`config.mk`:
```
export PLATFORM = sky130hd
export DESIGN_NAME = tx_stream_arbiter_flat
export DESIGN_NICKNAME = d
export VERILOG_FILES = /design/src/rtl/tx_stream_arbiter_if.sv /design/src/rtl/tx_stream_arbiter.sv /design/src/flat_wrapper.sv
export SDC_FILE = /design/constraint.sdc
export NUM_CORES = 1
export LEC_CHECK = 0
export ABC_AREA = 1
export CORE_ASPECT_RATIO = 2
export CORE_MARGIN = 5
export CORE_UTILIZATION = 30
export DETAILED_ROUTE_END_ITERATION = 12
export GPL_ROUTABILITY_DRIVEN = 0
export PLACE_DENSITY = 0.5
export SLEW_MARGIN = 20
export SYNTH_ARGS = -nofsm -noshare
export SYNTH_HDL_FRONTEND = slang
export SYNTH_SLANG_ARGS = --single-unit
export TNS_END_PERCENT = 50
```
`constraint.sdc`:
```
create_clock -name clk -period 2.73 [get_ports clk]
set_input_delay 0.273 -clock clk [delete_from_list [all_inputs] [get_ports clk]]
set_output_delay 0.273 -clock clk [all_outputs]
set_load 0.03 [all_outputs]
```
`src/rtl/tx_stream_arbiter_if.sv`:
```
// Handshake bundle between the TX stream arbiter, the general-data source, the ADC FIFO and the UART.
// master = arbiter side, slave = environment side (sources, ADC FIFO, UART).
interface tx_stream_arbiter_if;
  logic [7:0] gen_data;
  logic       gen_write;
  logic [7:0] adc_data;
  logic       adc_valid;
  logic       adc_strobe;
  logic       tx_busy;
  logic [7:0] tx_data;
  logic       tx_start;
  logic       gen_overflow;
  logic [2:0] state;

  modport master (
    input  gen_data, gen_write, adc_data, adc_valid, tx_busy,
    output adc_strobe, tx_data, tx_start, gen_overflow, state
  );

  modport slave (
    output gen_data, gen_write, adc_data, adc_valid, tx_busy,
    input  adc_strobe, tx_data, tx_start, gen_overflow, state
  );
endinterface

```
`src/rtl/tx_stream_arbiter.sv`:
```
// Purpose: shares one UART between queued command-response bytes and headered ADC bursts.
// Latency: TxStart 1 cycle after TxBusy falls in a wait state; backpressure: stalls on TxBusy, drops general bytes when full.

// Purpose: small synchronous FIFO, combinational head (first-word-fall-through).
// Latency: write visible at head 1 cycle later; backpressure: full accepts a write only alongside a read.
module gen_fifo #(
  parameter int unsigned WIDTH = 8,
  parameter int unsigned DEPTH = 4
) (
  input  logic             clk,
  input  logic             rst,
  input  logic             wr_vld,
  input  logic [WIDTH-1:0] wr_dat,
  input  logic             rd_rdy,
  output logic [WIDTH-1:0] rd_dat,
  output logic             rd_vld,
  output logic             full
);
  localparam int unsigned   AW      = (DEPTH > 1) ? $clog2(DEPTH) : 1;
  localparam logic [AW-1:0] LAST    = AW'(DEPTH - 1);
  localparam logic [AW:0]   DEPTH_C = (AW + 1)'(DEPTH);

  logic [WIDTH-1:0] mem [DEPTH];
  logic [AW-1:0]    wr_ptr;
  logic [AW-1:0]    rd_ptr;
  logic [AW:0]      count;
  logic             do_wr;
  logic             do_rd;

  assign do_rd  = rd_rdy && (count != '0);
  // A read in the same cycle frees the slot, so a full FIFO still takes the write.
  assign do_wr  = wr_vld && ((count != DEPTH_C) || do_rd);
  assign rd_dat = mem[rd_ptr];
  assign rd_vld = (count != '0);
  assign full   = (count == DEPTH_C);

  always_ff @(posedge clk) begin
    if (do_wr) begin
      mem[wr_ptr] <= wr_dat;
    end
  end

  always_ff @(posedge clk or posedge rst) begin
    if (rst) begin
      wr_ptr <= '0;
      rd_ptr <= '0;
      count  <= '0;
    end else begin
      if (do_wr) begin
        wr_ptr <= (wr_ptr == LAST) ? '0 : wr_ptr + 1'b1;
      end
      if (do_rd) begin
        rd_ptr <= (rd_ptr == LAST) ? '0 : rd_ptr + 1'b1;
      end
      if (do_wr && !do_rd) begin
        count <= count + 1'b1;
      end else if (!do_wr && do_rd) begin
        count <= count - 1'b1;
      end
    end
  end
endmodule

module tx_stream_arbiter #(
  parameter int unsigned BURST_LEN   = 256,
  parameter logic [7:0]  HEADER_BYTE = 8'hA5,
  parameter int unsigned GEN_DEPTH   = 4
) (
  input  logic                clk,
  input  logic                rst,
  tx_stream_arbiter_if.master bus
);
  typedef enum logic [2:0] {
    IDLE     = 3'd0,
    GEN_SEND = 3'd1,
    GEN_WAIT = 3'd2,
    HDR_SEND = 3'd3,
    ADC_SEND = 3'd4,
    ADC_WAIT = 3'd5
  } state_t;

  localparam logic [15:0] BURST_MAX = 16'(BURST_LEN);

  state_t      state_q;
  state_t      state_d;
  logic        seen_busy_q;
  logic        seen_busy_d;
  logic [15:0] burst_cnt_q;
  logic [15:0] burst_cnt_d;
  logic [7:0]  tx_data_q;
  logic [7:0]  tx_data_d;
  logic        tx_start_q;
  logic        tx_start_d;
  logic        adc_strobe_q;
  logic        adc_strobe_d;
  logic        gen_overflow_q;
  logic        wait_done;

  logic        gen_vld;
  logic        gen_full;
  logic        gen_pop;
  logic [7:0]  gen_head;

  assign gen_pop = (state_q == GEN_SEND);

  gen_fifo #(
    .WIDTH (8),
    .DEPTH (GEN_DEPTH)
  ) u_gen_fifo (
    .clk    (clk),
    .rst    (rst),
    .wr_vld (bus.gen_write),
    .wr_dat (bus.gen_data),
    .rd_rdy (gen_pop),
    .rd_dat (gen_head),
    .rd_vld (gen_vld),
    .full   (gen_full)
  );

  always_ff @(posedge clk or posedge rst) begin
    if (rst) begin
      state_q        <= IDLE;
      seen_busy_q    <= 1'b0;
      burst_cnt_q    <= '0;
      tx_data_q      <= 8'h00;
      tx_start_q     <= 1'b0;
      adc_strobe_q   <= 1'b0;
      gen_overflow_q <= 1'b0;
    end else begin
      state_q      <= state_d;
      seen_busy_q  <= seen_busy_d;
      burst_cnt_q  <= burst_cnt_d;
      tx_data_q    <= tx_data_d;
      tx_start_q   <= tx_start_d;
      adc_strobe_q <= adc_strobe_d;
      if (bus.gen_write && gen_full && !gen_pop) begin
        gen_overflow_q <= 1'b1;
      end
    end
  end

  // The byte is finished only once the UART has been seen busy and then idle again.
  assign wait_done = seen_busy_q && !bus.tx_busy;

  // Send-state outputs are decided one cycle early so TxStart/AdcStrobe come straight from flops.
  always_comb begin
    state_d      = state_q;
    seen_busy_d  = seen_busy_q;
    burst_cnt_d  = burst_cnt_q;
    tx_data_d    = tx_data_q;
    tx_start_d   = 1'b0;
    adc_strobe_d = 1'b0;

    case (state_q)
      IDLE: begin
        seen_busy_d = 1'b0;
        if (!bus.tx_busy) begin
          if (gen_vld) begin
            state_d    = GEN_SEND;
            tx_start_d = 1'b1;
            tx_data_d  = gen_head;
          end else if (bus.adc_valid) begin
            state_d    = HDR_SEND;
            tx_start_d = 1'b1;
            tx_data_d  = HEADER_BYTE;
          end
        end
      end

      GEN_SEND: begin
        state_d     = GEN_WAIT;
        seen_busy_d = 1'b0;
      end

      GEN_WAIT: begin
        if (bus.tx_busy) begin
          seen_busy_d = 1'b1;
        end
        if (wait_done) begin
          state_d = IDLE;
        end
      end

      HDR_SEND: begin
        state_d     = ADC_WAIT;
        seen_busy_d = 1'b0;
        burst_cnt_d = '0;
      end

      ADC_SEND: begin
        state_d     = ADC_WAIT;
        seen_busy_d = 1'b0;
        if (burst_cnt_q != BURST_MAX) begin
          burst_cnt_d = burst_cnt_q + 16'd1;
        end
      end

      ADC_WAIT: begin
        if (bus.tx_busy) begin
          seen_busy_d = 1'b1;
        end
        if (wait_done) begin
          if ((burst_cnt_q < BURST_MAX) && bus.adc_valid) begin
            state_d      = ADC_SEND;
            tx_start_d   = 1'b1;
            adc_strobe_d = 1'b1;
            tx_data_d    = bus.adc_data;
          end else begin
            state_d = IDLE;
          end
        end
      end

      default: begin
        state_d = IDLE;
      end
    endcase
  end

  assign bus.tx_data      = tx_data_q;
  assign bus.tx_start     = tx_start_q;
  assign bus.adc_strobe   = adc_strobe_q;
  assign bus.gen_overflow = gen_overflow_q;
  assign bus.state        = state_q;
endmodule

```
`src/flat_wrapper.sv`:
```
// flat-port wrapper written by rule: the top's interface ports become plain ports
module tx_stream_arbiter_flat 
#(
  parameter int unsigned BURST_LEN   = 256,
  parameter logic [7:0]  HEADER_BYTE = 8'hA5,
  parameter int unsigned GEN_DEPTH   = 4
)
  (clk, rst, bus_gen_data, bus_gen_write, bus_adc_data, bus_adc_valid, bus_tx_busy, bus_adc_strobe, bus_tx_data, bus_tx_start, bus_gen_overflow, bus_state);
  tx_stream_arbiter_if bus_i ();
  input  logic clk;
  input  logic rst;
  input wire logic [$bits(bus_i.gen_data)-1:0] bus_gen_data;
  input wire logic [$bits(bus_i.gen_write)-1:0] bus_gen_write;
  input wire logic [$bits(bus_i.adc_data)-1:0] bus_adc_data;
  input wire logic [$bits(bus_i.adc_valid)-1:0] bus_adc_valid;
  input wire logic [$bits(bus_i.tx_busy)-1:0] bus_tx_busy;
  output wire logic [$bits(bus_i.adc_strobe)-1:0] bus_adc_strobe;
  output wire logic [$bits(bus_i.tx_data)-1:0] bus_tx_data;
  output wire logic [$bits(bus_i.tx_start)-1:0] bus_tx_start;
  output wire logic [$bits(bus_i.gen_overflow)-1:0] bus_gen_overflow;
  output wire logic [$bits(bus_i.state)-1:0] bus_state;
  assign bus_i.gen_data = bus_gen_data;
  assign bus_i.gen_write = bus_gen_write;
  assign bus_i.adc_data = bus_adc_data;
  assign bus_i.adc_valid = bus_adc_valid;
  assign bus_i.tx_busy = bus_tx_busy;
  assign bus_adc_strobe = bus_i.adc_strobe;
  assign bus_tx_data = bus_i.tx_data;
  assign bus_tx_start = bus_i.tx_start;
  assign bus_gen_overflow = bus_i.gen_overflow;
  assign bus_state = bus_i.state;
  tx_stream_arbiter #(.BURST_LEN(BURST_LEN), .HEADER_BYTE(HEADER_BYTE), .GEN_DEPTH(GEN_DEPTH)) u_core (.clk(clk), .rst(rst), .bus(bus_i));
endmodule
```
==> results_dict.tcl, run 1 <==
set metrics [dict create \
    num_rows 57 \
    clk_pin_slew_ns 0.06 \
    p_sw_share_pct 38.97 \
    final_cells 633 \
    routed_wl_mm 9.104 \
    synth_nets 466 \
    finalCritPeriodShare_pct 83.67 \
    critical_path.max_fanout 6 \
    crit_arrival_ns 2.49 \
    crit_buf_inv 4 \
    min_path_type "input port to async pin" \
    placed_area_um2 4174 \
    start_util_pct 30.30 \
    area_delta_synth_final_pct 22.64 \
    cts_buffer_depth 2 \
    startpoint_type "flip-flop" \
    drv_slew 0 \
    clockRootBuffer "clkbuf_16" \
    maxSlewHeadroom_pct 63.25 \
    drv_cap 0 \
    synthCells 436 \
    numCtsBuffers 9 \
    outcome "finished, final reports clean" \
    cp.required_ns 2.94 \
    power.density_nw_per_um2 986.3 \
    coreArea_um2 12050 \
    num_vias 2962 \
    combPwrFrac_pct 38.3 \
    skew_ns 0.007812 \
    diodes 0 \
    max-vdd-ir-drop_mv 0.6572 \
    rsz0062_at_grt "no" \
    ys_warn_count 0 \
    fin_setup_tns_ns 0 \
    dieArea_um2 14610 \
    portBuffers 34 \
    cts_resized 0 \
    intPower_mw 2.696 \
    tightest_slew_ns 0.5512 \
    synth_area_leaders "edfxtp_1, dfrtp_1, nand2_1" \
    path_cells "inv_1 > nand2_1 > inv_2 > nand2_1 > nand2_1 > nand2_1 > inv_2 > ha_1 > inv_1 > fa_1 > a21oi_1 > o21ai_0 > xor2_1" \
    top_layer "met4" \
    ys_seq_area_share_pct 52.35 \
    avgSynthCellArea_um2 8.377 \
    synth_cell_types 34 \
    cts_hold_buf 0 \
    crit_path_frequent_cell "nand2_1" \
    synth.most_common_cell "nand2_1" \
    p_switching_mw 1.722 \
    fin_crit_ns 2.284 \
    synth.top_cell.area_share_pct 26.31 \
    power_frac_seq_pct 34.8 \
    crit_type "flip-flop to flip-flop" \
    insertion_delay_ns 0.33 \
    critical_path.slowest_cell "fa_1" \
    cts_max_level 3 \
    dp.cells 617 \
    track_usage_pct 13.63 \
    cellLeakagePower_nw 2.076 \
    hold_ws_ns 0.3655 \
    yosys.area.top_type "edfxtp_1" \
    cts_sinks 70 \
    detail_route.wl_per_cell_um 14.38 \
    pwr-share-clk_pct 27.0 \
    via_per_inst 4.679 \
    ys.flop_type "dfrtp_1" \
    met3_length_um 266 \
    overflow 0 \
    antenna_found_initial 0 \
    grt_pass1_vias 3045 \
    final_area_um2 4479 \
    drt-initial-drc-count 69 \
    synthTopCellsByCount "nand2_1, nand3_1, inv_1, nor2_1, dfrtp_1" \
    drc 0 \
    die_w_um 88.02 \
    crit_family "adder cells" \
    syn-cell-area_um2 3652 \
    timing.final.ws_setup_ns 0.4459 \
    hold_viol_final 0 \
    met1Wirelength_mm 3.083 \
    place_hpwl_mm 6.894 \
    synthArstFlopShare_pct 54.29 \
    critPathMaxStageDelay_ns 0.44 \
    firstDrtPassIters 4 \
    end_kind "flip-flop" \
    finalNetCount 511 \
    grt_pass1_wl_mm 14.97 \
    drive_gt1_share_pct 11.52 \
    fillers 1229 \
    ys_seq_elements 70 \
    finalSetupViolations 0 \
    grt_max_degree 39 \
    met2WireLength_mm 5.499 \
    ant_nets 0 \
    die_h_um 166.0 \
    pre_cts_ws_ns 0.4601 \
    cts_tree "yes" \
    postCtsSetupBuffers 0 \
    fmax_ghz 0.4378 \
    synth_edf_count 32 \
    io_pins 35 \
]
==> worst paths after layout <==
kind / startpoint / end / slack [ns] / cells after the start
hold / removal: rst / u_core.bus.adc_strobe / 0.37 / 3
setup reg to reg: u_core.bus.state[2] / u_core.u_gen_fifo.count[2] / 0.45 / 13
hold reg to reg: u_core.bus.gen_overflow / u_core.bus.gen_overflow / 0.46 / 1
min in group clk: u_core.bus.gen_overflow / u_core.bus.gen_overflow / 0.46 / 1
max in group asynchronous: rst / u_core.bus.tx_data[2] / 1.96 / 3
setup / recovery: u_core.bus.state[2] / u_core.u_gen_fifo.count[2] / 0.45 / 13
==> tightest hold or removal path, delay by kind of cell <==
kind                   cells  cell delay, ns
buffers and inverters      3            0.88
==> sequential cells by signal, summed over array words and instances, names as in the netlist <==
signal / cells
u_core.bus.tx_data: 8
u_core.u_gen_fifo.mem: 32
u_core.bus.adc_strobe: 1
u_core.bus.tx_start: 1
u_core.u_gen_fifo.count: 3
u_core.burst_cnt_q: 16
u_core.u_gen_fifo.rd_ptr: 2
u_core.bus.gen_overflow: 1
u_core.seen_busy_q: 1
u_core.u_gen_fifo.wr_ptr: 2
u_core.bus.state: 3
==> metrics by stage <==
stage | util, % | power (mW)
floorplan | - | 2.710
global placement | 34.63 | 3.244
detailed placement | 34.63 | 3.274
CTS | 37.16 | 4.491
global route | 37.16 | 4.741
finish | 37.16 | 4.418
==> metal layers <==
metal / global-route usage, % / up-vias
li1: - / 1482
met5: 0 / -
met3: 2.880 / 16
met4: 5.987 / 0
met2: 26.87 / 56
met1: 12.58 / 1408
==> cells in the final DEF, fill, tap and decap left out, drive strengths merged, types with 2 or more instances in the layout <==
master / instances
or2: 4
o21ai: 4
nand3b: 2
buf: 6
clkinv: 3
clkbuf: 9
a21oi: 7
nand2: 174
o21bai: 2
nand3: 52
nand4: 4
inv: 50
ha: 8
dfrtp: 38
nor2: 47
clkdlybuf4s50: 34
edfxtp: 32
==> power groups by stage <==
stage / clock (mW) / sequential [mW] / combinational (mW)
2_1_floorplan: 0 / 1.68 / 1.03
3_3_place_gp: 0 / 1.55 / 1.69
3_5_place_dp: 0 / 1.56 / 1.71
4_1_cts: 1.23 / 1.54 / 1.72
5_1_grt: 1.27 / 1.58 / 1.89
6_report: 1.19 / 1.54 / 1.69
==> final cells by class <==
cell class / count / area (um^2) / share of cell area [%]
tap: 147 / 183.9 / 4.106
inverter: 48 / 180.2 / 4.022
multi-input combinational: 312 / 1513 / 33.77
clock inverter: 7 / 80.08 / 1.788
sequential: 70 / 1912 / 42.68
clock buffer: 9 / 225.2 / 5.028
timing repair buffer: 40 / 385.4 / 8.603
==> cells by family (layout without fill, tap and decap cells) <==
group,count (synthesis),in the layout,share of synthesized area (%)
adder cells (fa/ha/maj),9,9,3.289
AO/OA/AOI/OAI,15,15,2.432
multiplexers,1,1,0.3083
AND/OR/NAND/NOR,285,285,34.91
buffers and inverters,54,104,6.235
flip-flops,70,70,52.35
XOR/XNOR,2,2,0.4797
Note: power is estimated with default switching activity, not from simulation.
==> run 2: changes to the inputs <==
clock period = 2.2 ns   (was 2.73 ns; I/O delays follow)
==> results_dict.tcl, run 2 (same netlist as run 1, synthesis figures left out) <==
set metrics [dict create \
    finalCritPeriodShare_pct 93.17 \
    num_vias 2953 \
    startpoint_type "flip-flop" \
    crit_path_frequent_cell "nand2_1" \
    outcome "finished, final reports clean" \
    grt_pass1_vias 3120 \
    end_kind "flip-flop" \
    clockRootBuffer "clkbuf_16" \
    diodes 0 \
    drt-initial-drc-count 89 \
    portBuffers 34 \
    hold_viol_final 0 \
    grt_pass1_wl_mm 15.11 \
    cts_sinks 70 \
    cts_hold_buf 0 \
    multiInputGateArea_um2 1524 \
    fillers 1238 \
    finalNetCount 517 \
    drv_slew 0 \
    final_util_pct 37.64 \
    area_delta_synth_final_pct 24.22 \
    routed_wl_mm 9.182 \
    ant_nets 0 \
    insertion_delay_ns 0.33 \
    fmax_ghz 0.4878 \
    layout_commonest_cell "nand2_1" \
    tightest_slew_ns 0.5443 \
    track_usage_pct 13.64 \
    rsz0062_at_grt "no" \
    critical_path.max_fanout 5 \
    clk_pin_slew_ns 0.06 \
    die_w_um 88.02 \
    finalSetupViolations 0 \
    regMostFlops "u_core.u_gen_fifo.mem" \
    drv_cap 0 \
    max-vdd-ir-drop_mv 0.6067 \
    drc 0 \
    path_cells "nor3_2 > nand2_1 > nand2_1 > inv_2 > ha_1 > inv_1 > fa_2 > mux2_2" \
    via_per_inst 4.621 \
    cellLeakagePower_nw 2.104 \
    power.density_nw_per_um2 1227 \
    die_h_um 166.0 \
    numCtsBuffers 9 \
    min_path_type "input port to async pin" \
    finalPower_mw 5.565 \
    fin_setup_tns_ns 0 \
    cts_max_level 3 \
    detail_route.wl_per_cell_um 14.37 \
    place_hpwl_mm 6.953 \
    largest_reg_flops 32 \
    cp.required_ns 2.42 \
    critPathMaxStageDelay_ns 0.44 \
    crit_type "flip-flop to flip-flop" \
    crit_arrival_ns 2.27 \
    overflow 0 \
    firstDrtPassIters 4 \
    most-common-layout-cells "nand2_1, nand3_1, nor2_1, inv_1, dfrtp_1" \
    seqCellArea_um2 1913 \
    cts_tree "yes" \
    drive_gt1_share_pct 13.41 \
    coreArea_um2 12050 \
    dieArea_um2 14610 \
    start_util_pct 30.30 \
    antenna_found_initial 0 \
    skew_ns 0.008160 \
    grt_max_degree 39 \
    maxSlewHeadroom_pct 63.72 \
    num_rows 57 \
    cts_buffer_depth 2 \
    io_pins 35 \
    critical_path.slowest_cell "dfrtp_1" \
    fin_crit_ns 2.050 \
]
[run 2: changes by cell type in the layout (fill, tap and decap cells not counted), sizes merged]
cell,change
buf,+6
[run 2: worst max-delay path: cells and delay by family, from the launching register on]
kind                     cells  cell delay [ns]
AND/OR/NAND/NOR              3             0.39
multiplexers                 1             0.26
flip-flops                   1             0.44
buffers and inverters        2             0.20
adder cells (fa/ha/maj)      2             0.63
[run 2: power by group]
group	total [mW]	internal, mW	switching (mW)
Sequential	1.89	1.71	0.178
Clock	1.48	0.893	0.583
Combinational	2.20	0.815	1.39
[run 2: cell type report]
cell class	count	area share (%)
well taps	147	4.054
inverters	48	3.971
multi-input cells	312	33.59
flip-flops and latches	70	42.17
repair buffers	46	9.487
clock buffers	9	4.964
clock inverters	7	1.765
[run 2: timing repair]
action | in CTS | in global routing
setup buffers | 0 | 0
setup endpoints to repair | 0 | 1
gates resized for setup | 0 | 4
[run 2: worst paths after layout]
check / start / cells after the start / end / slack (ns)
worst min register to register: u_core.bus.gen_overflow / 1 / u_core.bus.gen_overflow / 0.47
worst max-delay path: u_core.u_gen_fifo.count[0] / 8 / u_core.u_gen_fifo.count[1] / 0.15
worst max register to register: u_core.u_gen_fifo.count[0] / 8 / u_core.u_gen_fifo.count[1] / 0.15
worst min-delay path: rst / 3 / u_core.bus.tx_data[3] / 0.32
max in group asynchronous: rst / 3 / u_core.bus.state[2] / 1.47
min in group clk: u_core.bus.gen_overflow / 1 / u_core.bus.gen_overflow / 0.47
[run 2: metal layers]
| layer | global-route usage [%] | routed length [um] |
|---|---|---|
| met2 | 27.04 | 5519 |
| met3 | 3.178 | 254 |
| met4 | 5.987 | 262 |
| met1 | 12.27 | 3147 |
| met5 | 0 | 0 |
[run 2: per-stage QoR]
stage	setup slack [ns]	instance area [um^2]	std cells	hold WS (ns)
2_1_floorplan	0.01376	3654	436	0.3189
3_3_place_gp	0.1500	4220	623	0.4589
3_5_place_dp	0.1210	4220	623	0.4588
4_1_cts	0.1069	4526	639	0.3415
5_1_grt	0.01456	4537	639	0.3744
6_report	0.1502	4537	639	0.3158
==> run 3: changes to the inputs <==
HOLD_SLACK_MARGIN = 0.03   (was unset)
==> results of run 3 <==
Same layout as run 2: the final DEF is identical, and so are final timing and power.
